==> src/rtl/tbuf_bus_arbiter.sv <==
// rtl/tbuf_bus_arbiter.sv - round-robin tri-state bus arbiter with break-before-make turnaround
module tbuf_bus_arbiter #(
   parameter int N        = 4,
   parameter int DEAD     = 1,
   parameter int MAX_HOLD = 16,
   localparam int GW      = (N > 1) ? $clog2(N) : 1
) (
   input  logic          CLK,
   input  logic          R,
   input  logic [N-1:0]  REQ,
   output logic [N-1:0]  EN,
   output logic [N-1:0]  EN_BAR,
   output logic [GW-1:0] GNT_ID,
   output logic          BUSY,
   output logic          TIMEOUT
);

   typedef enum logic [1:0] {
      S_IDLE,
      S_GRANT,
      S_TURN
   } state_t;

   state_t        state;
   logic [GW-1:0] ptr;
   logic [7:0]    hold_cnt;
   logic [3:0]    dead_cnt;

   logic [GW-1:0] pick;
   logic          pick_vld;
   logic [GW-1:0] wrap_pick;
   logic          wrap_vld;
   logic [N-1:0]  grant_vec;
   logic [GW-1:0] ptr_nxt;
   logic          own_req;
   logic          hold_limit;

   // Round-robin pick: lowest requester at or above ptr, else lowest requester overall.
   always_comb begin
      pick      = '0;
      pick_vld  = 1'b0;
      wrap_pick = '0;
      wrap_vld  = 1'b0;
      for (int j = N - 1; j >= 0; j--) begin
         if (REQ[j]) begin
            wrap_pick = j[GW-1:0];
            wrap_vld  = 1'b1;
            if (j >= int'(ptr)) begin
               pick     = j[GW-1:0];
               pick_vld = 1'b1;
            end
         end
      end
      if (!pick_vld) begin
         pick     = wrap_pick;
         pick_vld = wrap_vld;
      end
   end

   // Derived decode: one-hot of the pick, next pointer after the owner, and exit conditions.
   always_comb begin
      grant_vec  = N'(1) << pick;
      ptr_nxt    = '0;
      if (int'(GNT_ID) < N - 1) begin
         ptr_nxt = GNT_ID + 1'b1;
      end
      // EN is one-hot on the owner while granting, so this is the owner's own request.
      own_req    = |(REQ & EN);
      hold_limit = (MAX_HOLD != 0) && (hold_cnt >= 8'(MAX_HOLD));
   end

   // Sequencer: IDLE arbitrates, GRANT holds the owner, TURN keeps every driver off for DEAD cycles.
   always_ff @(posedge CLK or posedge R) begin
      if (R) begin
         state    <= S_IDLE;
         ptr      <= '0;
         hold_cnt <= 8'd0;
         dead_cnt <= 4'd0;
         EN       <= '0;
         EN_BAR   <= '1;
         GNT_ID   <= '0;
         BUSY     <= 1'b0;
         TIMEOUT  <= 1'b0;
      end else begin
         TIMEOUT <= 1'b0;
         case (state)
            S_IDLE: begin
               if (pick_vld) begin
                  state    <= S_GRANT;
                  EN       <= grant_vec;
                  EN_BAR   <= ~grant_vec;
                  GNT_ID   <= pick;
                  BUSY     <= 1'b1;
                  hold_cnt <= 8'd1;
               end
            end
            S_GRANT: begin
               if (own_req && !hold_limit) begin
                  // Saturate rather than wrap so an unlimited hold never looks like a fresh grant.
                  if (hold_cnt != 8'hFF) begin
                     hold_cnt <= hold_cnt + 8'd1;
                  end
               end else begin
                  state    <= S_TURN;
                  EN       <= '0;
                  EN_BAR   <= '1;
                  GNT_ID   <= '0;
                  BUSY     <= 1'b0;
                  dead_cnt <= 4'(DEAD);
                  TIMEOUT  <= own_req;
                  ptr      <= ptr_nxt;
               end
            end
            S_TURN: begin
               if (dead_cnt <= 4'd1) begin
                  state <= S_IDLE;
               end else begin
                  dead_cnt <= dead_cnt - 4'd1;
               end
            end
            default: begin
               state <= S_IDLE;
            end
         endcase
      end
   end

endmodule

==> config.mk <==
export PLATFORM = sky130hd
export DESIGN_NAME = tbuf_bus_arbiter
export DESIGN_NICKNAME = d
export VERILOG_FILES = /design/src/rtl/tbuf_bus_arbiter.sv
export SDC_FILE = /design/constraint.sdc
export NUM_CORES = 1
export LEC_CHECK = 0
export BUFFER_PORTS_ARGS = -buffer_cell sky130_fd_sc_hd__buf_2
export CAP_MARGIN = 20
export CORE_UTILIZATION = 50
export DETAILED_ROUTE_END_ITERATION = 12
export GPL_ROUTABILITY_DRIVEN = 0
export GPL_TIMING_DRIVEN = 0
export PLACE_DENSITY = 0.82
export SYNTH_ARGS = -nofsm -noshare
export SYNTH_HDL_FRONTEND = slang
export SYNTH_SLANG_ARGS = --single-unit
==> constraint.sdc <==
create_clock -name CLK -period 2.34 [get_ports CLK]
set_input_delay 0.468 -clock CLK [delete_from_list [all_inputs] [get_ports CLK]]
set_output_delay 0.468 -clock CLK [all_outputs]
set_load 0.01 [all_outputs]
Word level (Yosys, flattened, before mapping)

Cells that the tools add are included.
W data, S select, Z words.

Register bits: 28
Input bits: 6
Output and inout bits: 12
Logic and storage cells: 90

Add/sub/neg operators: 3
Order comparisons: 6
Equality and inequality tests: 9
Shift-type cells: 1
Muxes and demuxes: 48
Bitwise logic cells: 3
Reduce and logical (&&, ||, !) cells: 11

Operator list:

| kind                  | count |
|---|---|
| $mux W2               | 17 |
| $mux W4               | 6 |
| $mux W8               | 3 |
| $pmux W4 S2           | 3 |
| $pmux W8 S2           | 1 |
| $mux W1               | 15 |
| $ne A2 B2 Y1 const B  | 6 |
| $reduce_and A3 Y1     | 3 |
| $add A8 B1 Y8 const B | 1 |
| $ge A8 B5 Y1 const B  | 1 |
| $ne A8 B8 Y1 const B  | 1 |
| $pmux W2 S3           | 1 |
| $and A4 B4 Y4         | 1 |
| $ge A1 B2 Y1 const A  | 2 |
| $le A4 B1 Y1 const B  | 1 |
| $not A4 Y4            | 1 |
| $pmux W2 S2           | 1 |
| $reduce_and A4 Y1     | 1 |
| $reduce_bool A2 Y1    | 2 |
| $reduce_or A4 Y1      | 1 |
| $shl A1 B2 Y4 const A | 1 |
| $sub A4 B1 Y4 const B | 1 |
| $add A2 B1 Y2 const B | 1 |
| $eq A2 B1 Y1 const B  | 1 |
| other kinds (9)       | 9 |

Logic depth before layout (Yosys ltp)

Gate-level depths: netlist of run 1.

Word-level depth: 12
Gate-level depth with buffers: 6
Mapped depth without buffers: 6

Worst setup path before layout of run 1

OpenSTA, ideal clock, no wires.

Path kind: register to register
Start: register hold_cnt[4]
End: register dead_cnt[0]
Setup time: 125 ps
Arrival time: 1549 ps
Data required time: 2215 ps
Slack: 666 ps
Cell stages (with the launch flop): 5
Path buffers: 0
Clock period less this slack: 1674 ps
Path through: dfrtp_1 -> or4_4 -> a21oi_4 -> o21ai_2 -> mux2_4

Word-level cells in the longest chain between the ends: 5

RTL lines:

| element                            | line | source |
|---|---|---|
| start: declaration                 | 26   | `logic [7:0] hold_cnt;` |
| start signal: assignment           | 101  | `hold_cnt <= hold_cnt + 8'd1;` |
| $ge A8 B5 Y1                       | 69   | `hold_limit = (MAX_HOLD != 0) && (hold_cnt >= 8'(MAX_HOLD));` |
| $logic_not A1 Y1                   | 98   | `if (own_req && !hold_limit) begin` |
| $logic_and A1 B1 Y1                | 98   |  |
| $ne A2 B2 Y1 (no source line)      | -    |  |
| $reduce_and A3 Y1 (no source line) | -    |  |
| end signal: assignment             | 109  | `dead_cnt <= 4'(DEAD);` |
| end signal: assignment             | 118  | `dead_cnt <= dead_cnt - 4'd1;` |
| end: declaration                   | 27   | `logic [3:0] dead_cnt;` |

No other way between the ends.
A chain may end at the register's enable or synchronous reset.

Final worst setup path of run 1

Start: register hold_cnt[4]
End: register ptr[1]

Word-level cells in the longest chain between the ends: 5

RTL lines:

| element                            | line | source |
|---|---|---|
| $ge A8 B5 Y1                       | 69   |  |
| $logic_not A1 Y1                   | 98   |  |
| $logic_and A1 B1 Y1                | 98   |  |
| $not A1 Y1 (no source line)        | -    |  |
| $reduce_and A2 Y1 (no source line) | -    |  |
| end signal: assignment             | 111  | `ptr <= ptr_nxt;` |
| end: declaration                   | 25   | `logic [GW-1:0] ptr;` |

No other way between the ends.

==> results of run 1 <==
final timing paths:
check                            start  cells after the start     endpoint
max                        hold_cnt[4]                      4       ptr[1]
max in group asynchronous            R                      3    EN_BAR[1]
min                                  R                      2  hold_cnt[7]
min in group CLK             EN_BAR[1]                      2    EN_BAR[1]
min reg2reg                  EN_BAR[1]                      2    EN_BAR[1]
max reg2reg                hold_cnt[4]                      4       ptr[1]
synthesized netlist by cell type (all sizes together):
cell type / n / area share [%]
o31ai: 2 / 1.1
buf: 1 / 0.36
nor4: 1 / 0.45
o41ai: 1 / 0.63
a21o: 2 / 1.2
a211oi: 2 / 2.0
o22ai: 1 / 0.45
inv: 11 / 3.0
a21oi: 6 / 3.0
o211ai: 1 / 0.54
ha: 5 / 4.5
o21ai: 3 / 1.4
o22a: 3 / 1.9
nand2b: 5 / 2.3
a2111oi: 1 / 2.0
a22oi: 2 / 1.8
nor2b: 4 / 1.8
dfstp: 4 / 7.6
a32o: 2 / 1.4
mux2i: 3 / 2.2
nand2: 2 / 0.54
o21a: 1 / 0.54
dfrtp: 24 / 43
a41oi: 1 / 0.63
nor3: 3 / 1.1
o21bai: 1 / 0.54
nand3: 1 / 0.36
xor2: 2 / 1.3
nor2: 9 / 2.4
or4: 1 / 0.81
a31o: 1 / 0.63
clkbuf: 1 / 0.27
o2bb2ai: 2 / 1.3
o311ai: 1 / 0.63
a22o: 3 / 1.9
mux2: 2 / 2.2
a32oi: 2 / 1.3
xnor2: 1 / 0.63
logic make-up (layout without fill, tap and decap cells):
kind of cell / count (synthesis) / in the layout / share of synthesized area (%)
DFF: 28 / 28 / 51.04
adders and majority gates: 5 / 5 / 4.525
xor gates and xnor gates: 3 / 3 / 1.901
muxes: 5 / 5 / 4.344
buffers and inverters: 13 / 35 / 3.619
AOI/OAI and AO/OA: 38 / 38 / 24.80
and+or+nand+nor: 26 / 26 / 9.773
per-layer routing:
| metal | vias up | track usage, % | routed length [um] |
|---|---|---|---|
| li1 | 477 | - | - |
| met1 | 510 | 26.68 | 1284 |
| met2 | 13 | 33.73 | 1335 |
| met3 | 5 | 2.500 | 53 |
| met4 | 0 | 8.974 | 50 |
| met5 | - | 0 | 0 |
power by group:
part	leakage [nW]	switching, mW	internal, mW	total [mW]
Sequential	0.354	0.120	0.632	0.752
Clock	0.0210	0.147	0.0955	0.243
Combinational	0.360	0.477	0.342	0.820
stage by stage:
step | cells | power, mW | hold WS [ps]
3_5_place_dp | 165 | 1.579 | 452.2
6_report | 170 | 1.815 | 14.53
3_3_place_gp | 165 | 1.523 | 448.9
4_1_cts | 169 | 1.816 | 398.2
2_1_floorplan | 118 | 1.341 | 464.5
5_1_grt | 170 | 1.944 | 12.34
state kept, by name, indices dropped and copies added (netlist names):
signal and count:
hold_cnt 8, EN 4, EN_BAR 4, dead_cnt 4
GNT_ID 2, ptr 2, state 2, BUSY 1
TIMEOUT 1
worst reg2reg max path, cell delays in order (launching register included):
cell	delay, ps
dfrtp_1	410
or4_4	610
a21oi_4	270
nor2_1	140
mux2_4	310
cell usage in the layout, fill, tap and decap left out, types with 3 or more instances in the layout:
master	n
nand2b_1	5
clkbuf_4	3
dfrtp_1	24
mux2i_1	3
dfstp_2	4
nor3_1	3
buf_2	18
a21oi_1	5
ha_1	5
o22a_1	3
nor2_1	9
inv_1	11
a22o_1	3
nor2b_1	4
final cells by class:
cell class | count | share of cell area (%)
buffer | 2 | 0.5582
tap | 30 | 2.392
timing repair buffer | 18 | 7.177
inverter | 11 | 2.632
clock buffer | 4 | 2.313
sequential | 28 | 44.98
multi-input combinational | 77 | 39.95
==> flow_metrics.py, run 1 <==
metrics = {
    "layout": {
        "regArea_um2": 705.7,
        "finalCoreUtilization_pct": 61.65,
        "multi_input_area_um2": 626.9,
        "finish.instance_area_mm2": 0.001569,
        "drive_gt1_share_pct": 27.14,
        "num_antenna_cells": 0,
        "synthToLayoutAreaGrowth_pct": 13.48,
        "nets": 152,
        "fillCellCount": 214,
    },
    "placement": {
        "dp_slack_ps": 322.7,
        "io_buffers": 17,
        "dpl.hpwl_mm": 1.952,
        "placed_cell_area_mm2": 0.001505,
    },
    "critical_path": {
        "cp-end-kind": "register",
        "path_max_fanout": 8,
        "cp_top_family": "simple AND/OR/NAND/NOR gates",
        "r2r_slack_ps": 510,
        "max_stage_delay_ps": 610,
        "critical_path_required_ps": 2590,
        "crit_buf_inv": 0,
        "slowest_stage": "or4_4",
        "arrival_ps": 2080,
        "crit_path_cell_trace": "or4_4 > a21oi_4 > nor2_1 > mux2_4",
        "critPathKind": "reg -> reg",
        "cp-start-kind": "register",
    },
    "clocking": {
        "cts_buffers": 3,
        "post_cts_buffers": 0,
        "cts.hold.buffers_added": 0,
        "clock-sinks": 28,
        "cts_tree": "done",
        "clock_latency_ps": 340,
        "cts_resized": 0,
        "path_clk_slew_ps": 150,
        "htreeDepth": 1,
        "cts_buffer_depth": 2,
        "clock-root-buffer": "clkbuf_4",
    },
    "run": {
        "timing.max_cap.violations": 0,
    },
    "drt": {
        "via_per_inst": 5.912,
        "ant_nets": 0,
        "vias": 1005,
        "drc_errors": 0,
        "first_iter_violations": 13,
        "dr.pass1.iters": 4,
        "drt-total-wl_mm": 2.723,
        "post_drt_wl_per_cell_um": 16.02,
    },
    "timing": {
        "fin_tns_setup_ps": 0,
        "max_slew_margin_pct": 51.68,
        "drv_slew": 0,
        "rsz0062_at_grt": "no",
        "fin_crit_ps": 1830,
        "skew_ps": 4.854,
        "hold_viol_final": 0,
        "fin_crit_sh_pct": 78.20,
        "worst_slack_ps": 510.0,
        "fmax_ghz": 0.5465,
        "worst_slew_pin_slew_ps": 719.2,
        "setup_violations": 0,
    },
    "yosys": {
        "synth_seq_area_share_pct": 51.04,
        "ys_seq_elements": 28,
        "yosysUniqueCellTypes": 42,
        "netlist_instances": 118,
        "postSynthAreaPerCell_um2": 11.72,
        "syn-num-nets": 129,
        "yosys_warnings": 0,
        "syn_area_mm2": 0.001383,
    },
    "pwr": {
        "cellPowerDensity_mw_per_mm2": 1157,
        "leakagePower_nw": 0.7344,
        "ir_worst_vdd_mv": 0.6745,
    },
    "die": {
        "ioPinCount": 18,
        "die_y_um": 54.59,
        "core-area_mm2": 0.002545,
        "die_x_um": 54.59,
        "rows": 18,
        "dieArea_mm2": 0.002980,
        "start_util_pct": 54.33,
    },
    "grt": {
        "grt_pass1_wl_mm": 4.202,
        "antenna_found_initial": 0,
        "grt_usage_pct": 20.46,
        "grt_pass1_vias": 915,
        "grt_overflow": 0,
        "grt_max_degree": 29,
    },
    "hold_path": {
        "hp-class": "in -> async",
    },
    "outcome": {
        "status": "complete, no violations",
    },
}
No activity file was read; power rests on OpenSTA's default activity.
==> inputs of run 2 (changes only) <==
--- a/config.mk
+++ b/config.mk
@@ -5,13 +5,14 @@
 export SDC_FILE = /design/constraint.sdc
 export NUM_CORES = 1
 export LEC_CHECK = 0
+export ABC_AREA = 1
 export BUFFER_PORTS_ARGS = -buffer_cell sky130_fd_sc_hd__buf_2
 export CAP_MARGIN = 20
 export CORE_UTILIZATION = 50
 export DETAILED_ROUTE_END_ITERATION = 12
 export GPL_ROUTABILITY_DRIVEN = 0
 export GPL_TIMING_DRIVEN = 0
-export PLACE_DENSITY = 0.82
+export PLACE_DENSITY = 0.81
 export SYNTH_ARGS = -nofsm -noshare
 export SYNTH_HDL_FRONTEND = slang
 export SYNTH_SLANG_ARGS = --single-unit
==> constraint.sdc (replaced) <==
create_clock -name CLK -period 1.8 [get_ports CLK]
set_input_delay 0.36 -clock CLK [delete_from_list [all_inputs] [get_ports CLK]]
set_output_delay 0.36 -clock CLK [all_outputs]
set_load 0.01 [all_outputs]
==> run 2 against run 1 <==
The flow now finishes with violations (DRC). Register-to-register slack got worse by 70 ps. Sequential share of layout area down 3.3 points. Non-clock buffer count increased by 1. Clock-buffer cell count did not move. Global-route usage is 3.3 points lower. Largest power group unchanged. Highest routed layer unchanged.
==> flow_metrics.py, run 2 <==
metrics = {
    "layout": {
        "final_common_cell": "nand2_1",
        "layout_common_cells": "nand2_1 (58), dfrtp_1 (24), inv_1 (22), buf_2 (17), nor2_1 (15)",
        "nets": 221,
        "finish.instance_area_mm2": 0.001694,
        "largest_reg_flops": 8,
        "synthToLayoutAreaGrowth_pct": 13.21,
        "drive_gt1_share_pct": 24.40,
        "top_register": "hold_cnt",
        "num_antenna_cells": 0,
    },
    "yosys": {
        "postSynthAreaPerCell_um2": 8.045,
        "synth_edf_count": 0,
        "yosysUniqueCellTypes": 23,
        "synthArstFlopShare_pct": 100.0,
        "synth_seq_area_share_pct": 47.16,
        "post-synth-top-count-cell": "nand2_1",
        "syn_area_mm2": 0.001496,
        "yosys_warnings": 0,
        "synth_commonest_cells": "nand2_1 (58), dfrtp_1 (24), inv_1 (22)",
        "synth_top_area_share_pct": 40.13,
        "yosysTopAreaCell": "dfrtp_1",
        "netlist_instances": 186,
        "ys_top_cells_by_area": "dfrtp_1 (40%), nand2_1 (15%), dfstp_2 (7.0%), inv_1 (5.5%), nand3_1 (4.7%)",
        "syn-num-nets": 197,
        "synthFlopType": "dfrtp_1",
        "ys_seq_elements": 28,
    },
    "critical_path": {
        "crit_path_cell_trace": "buf_2",
        "critPathKind": "reg -> out",
        "reg2reg_to": "dead_cnt[3]",
        "cp-start-kind": "register",
        "cp_top_family": "flip-flops",
        "max_stage_delay_ps": 560,
        "cp-end-kind": "output port",
        "r2r_slack_ps": 440,
        "r2r_start": "dead_cnt[0]",
        "critical_path_required_ps": 1440,
        "crit_buf_inv": 1,
        "slowest_stage": "dfstp_2",
        "arrival_ps": 1010,
        "rr_worst_depth": 7,
        "path_max_fanout": 2,
    },
    "hold_path": {
        "hp-class": "in -> reg",
        "hp-start": "REQ[0]",
        "hold-path-endpoint": "GNT_ID[0]",
        "min_delay_path_depth": 6,
    },
    "outcome": {
        "violations": "DRC",
        "status": "complete, but fails checks",
    },
    "grt": {
        "grt_overflow": 0,
        "grt_usage_pct": 17.12,
        "grt_max_degree": 29,
        "grt_pass1_wl_mm": 4.319,
        "grt_pass1_vias": 1044,
        "antenna_found_initial": 0,
    },
    "pwr": {
        "ir_worst_vdd_mv": 0.9326,
        "cellPowerDensity_mw_per_mm2": 1554,
        "leakagePower_nw": 0.9356,
    },
    "timing": {
        "setup_violations": 0,
        "hold_viol_final": 0,
        "fin_tns_setup_ps": 0,
        "drv_slew": 0,
        "fin_crit_sh_pct": 76.20,
        "worst_slew_pin_slew_ps": 295.1,
        "fin_crit_ps": 1372,
        "rsz0062_at_grt": "no",
        "holdWs_ps": 474.4,
        "worst_slack_ps": 428.4,
        "fmax_ghz": 0.7291,
        "max_slew_margin_pct": 80.31,
        "skew_ps": 3.794,
    },
    "die": {
        "ioPinCount": 18,
        "rows": 19,
        "die_y_um": 56.71,
        "core-area_mm2": 0.002805,
        "dieArea_mm2": 0.003215,
        "die_x_um": 56.71,
        "start_util_pct": 53.35,
    },
    "placement": {
        "dp_slack_ps": 395.9,
        "dpl.hpwl_mm": 1.856,
        "placed_cell_area_mm2": 0.001620,
        "io_buffers": 17,
    },
    "drt": {
        "first_iter_violations": 44,
        "vias": 1149,
        "m1WireLength_mm": 1.272,
        "post_drt_wl_per_cell_um": 10.37,
        "via_per_inst": 4.788,
        "dr.pass1.iters": 8,
        "drc_errors": 8,
        "met3_wirelength_um": 63,
        "met2WireLength_mm": 1.116,
        "ant_nets": 0,
        "top_layer_used": "met4",
        "drt-total-wl_mm": 2.489,
    },
    "clocking": {
        "cts_buffer_depth": 2,
        "path_clk_slew_ps": 150,
        "cts_buffers": 3,
        "clock_latency_ps": 320,
        "cts_resized": 0,
        "htreeDepth": 1,
        "cts_tree": "done",
        "cts.hold.buffers_added": 0,
        "clock-root-buffer": "clkbuf_4",
        "clock-sinks": 28,
        "post_cts_buffers": 0,
    },
    "run": {
        "timing.max_cap.violations": 0,
    },
}
-- run 2: metrics by stage --
step / instances / utilization (%) / total power, mW
after floorplan: 186 / - / 2.016
after global placement: 234 / 57.76 / 2.302
after detailed placement: 234 / 57.76 / 2.335
after CTS: 238 / 59.05 / 2.643
after global routing: 240 / 60.39 / 2.862
final: 240 / 60.39 / 2.633
-- run 2: logic make-up after synthesis --
group,synth area share [%]
buf+inv,8.528
simple gates,33.70
flops,47.16
xor+xnor,1.756
compound gates,4.682
fa+ha+maj,4.181
-- run 2: report_power, final --
group	switching (mW)	internal, mW	leakage (nW)	total (mW)
Clock	0.187	0.124	0.0210	0.311
Combinational	0.819	0.481	0.557	1.30
Sequential	0.155	0.868	0.358	1.02
Total	1.16	1.47	0.936	2.63
-- run 2: how the worst max path moves through the flow --
stage / slack [ps] / start / end / cells past startpoint
6_report: 430 / EN_BAR[3] / EN_BAR[3] / 1
5_1_grt: 220 / dead_cnt[0] / dead_cnt[3] / 7
4_1_cts: 420 / EN_BAR[3] / EN_BAR[3] / 1
3_5_place_dp: 400 / REQ[0] / hold_cnt[4] / 8
3_3_place_gp: 410 / REQ[0] / hold_cnt[4] / 8
2_1_floorplan: 560 / dead_cnt[0] / dead_cnt[3] / 7
-- run 2: cell type report --
| class | instances | area (um2) |
|---|---|---|
| Clock buffer | 4 | 36.28 |
| Inverter | 28 | 105.1 |
| Timing Repair Buffer | 19 | 122.6 |
| Tap cell | 31 | 38.79 |
| Buffer | 2 | 22.52 |
| Fill cell | 267 | 1111 |
| Sequential cell | 28 | 705.7 |
| Multi-Input combinational cell | 128 | 663.1 |
-- run 2: worst min-delay path: cells and delay by family --
kind,cells,cell delay [ps]
AND/OR/NAND/NOR,2,140
AO/OA/AOI/OAI,2,120
buffers and inverters,2,160
-- run 2: routing by layer --
layer  GRT usage [%]  up-vias
met1           23.32      513
met4           6.429        0
met5               0        -
li1                -      616
met3           2.074        4
met2           27.89       16
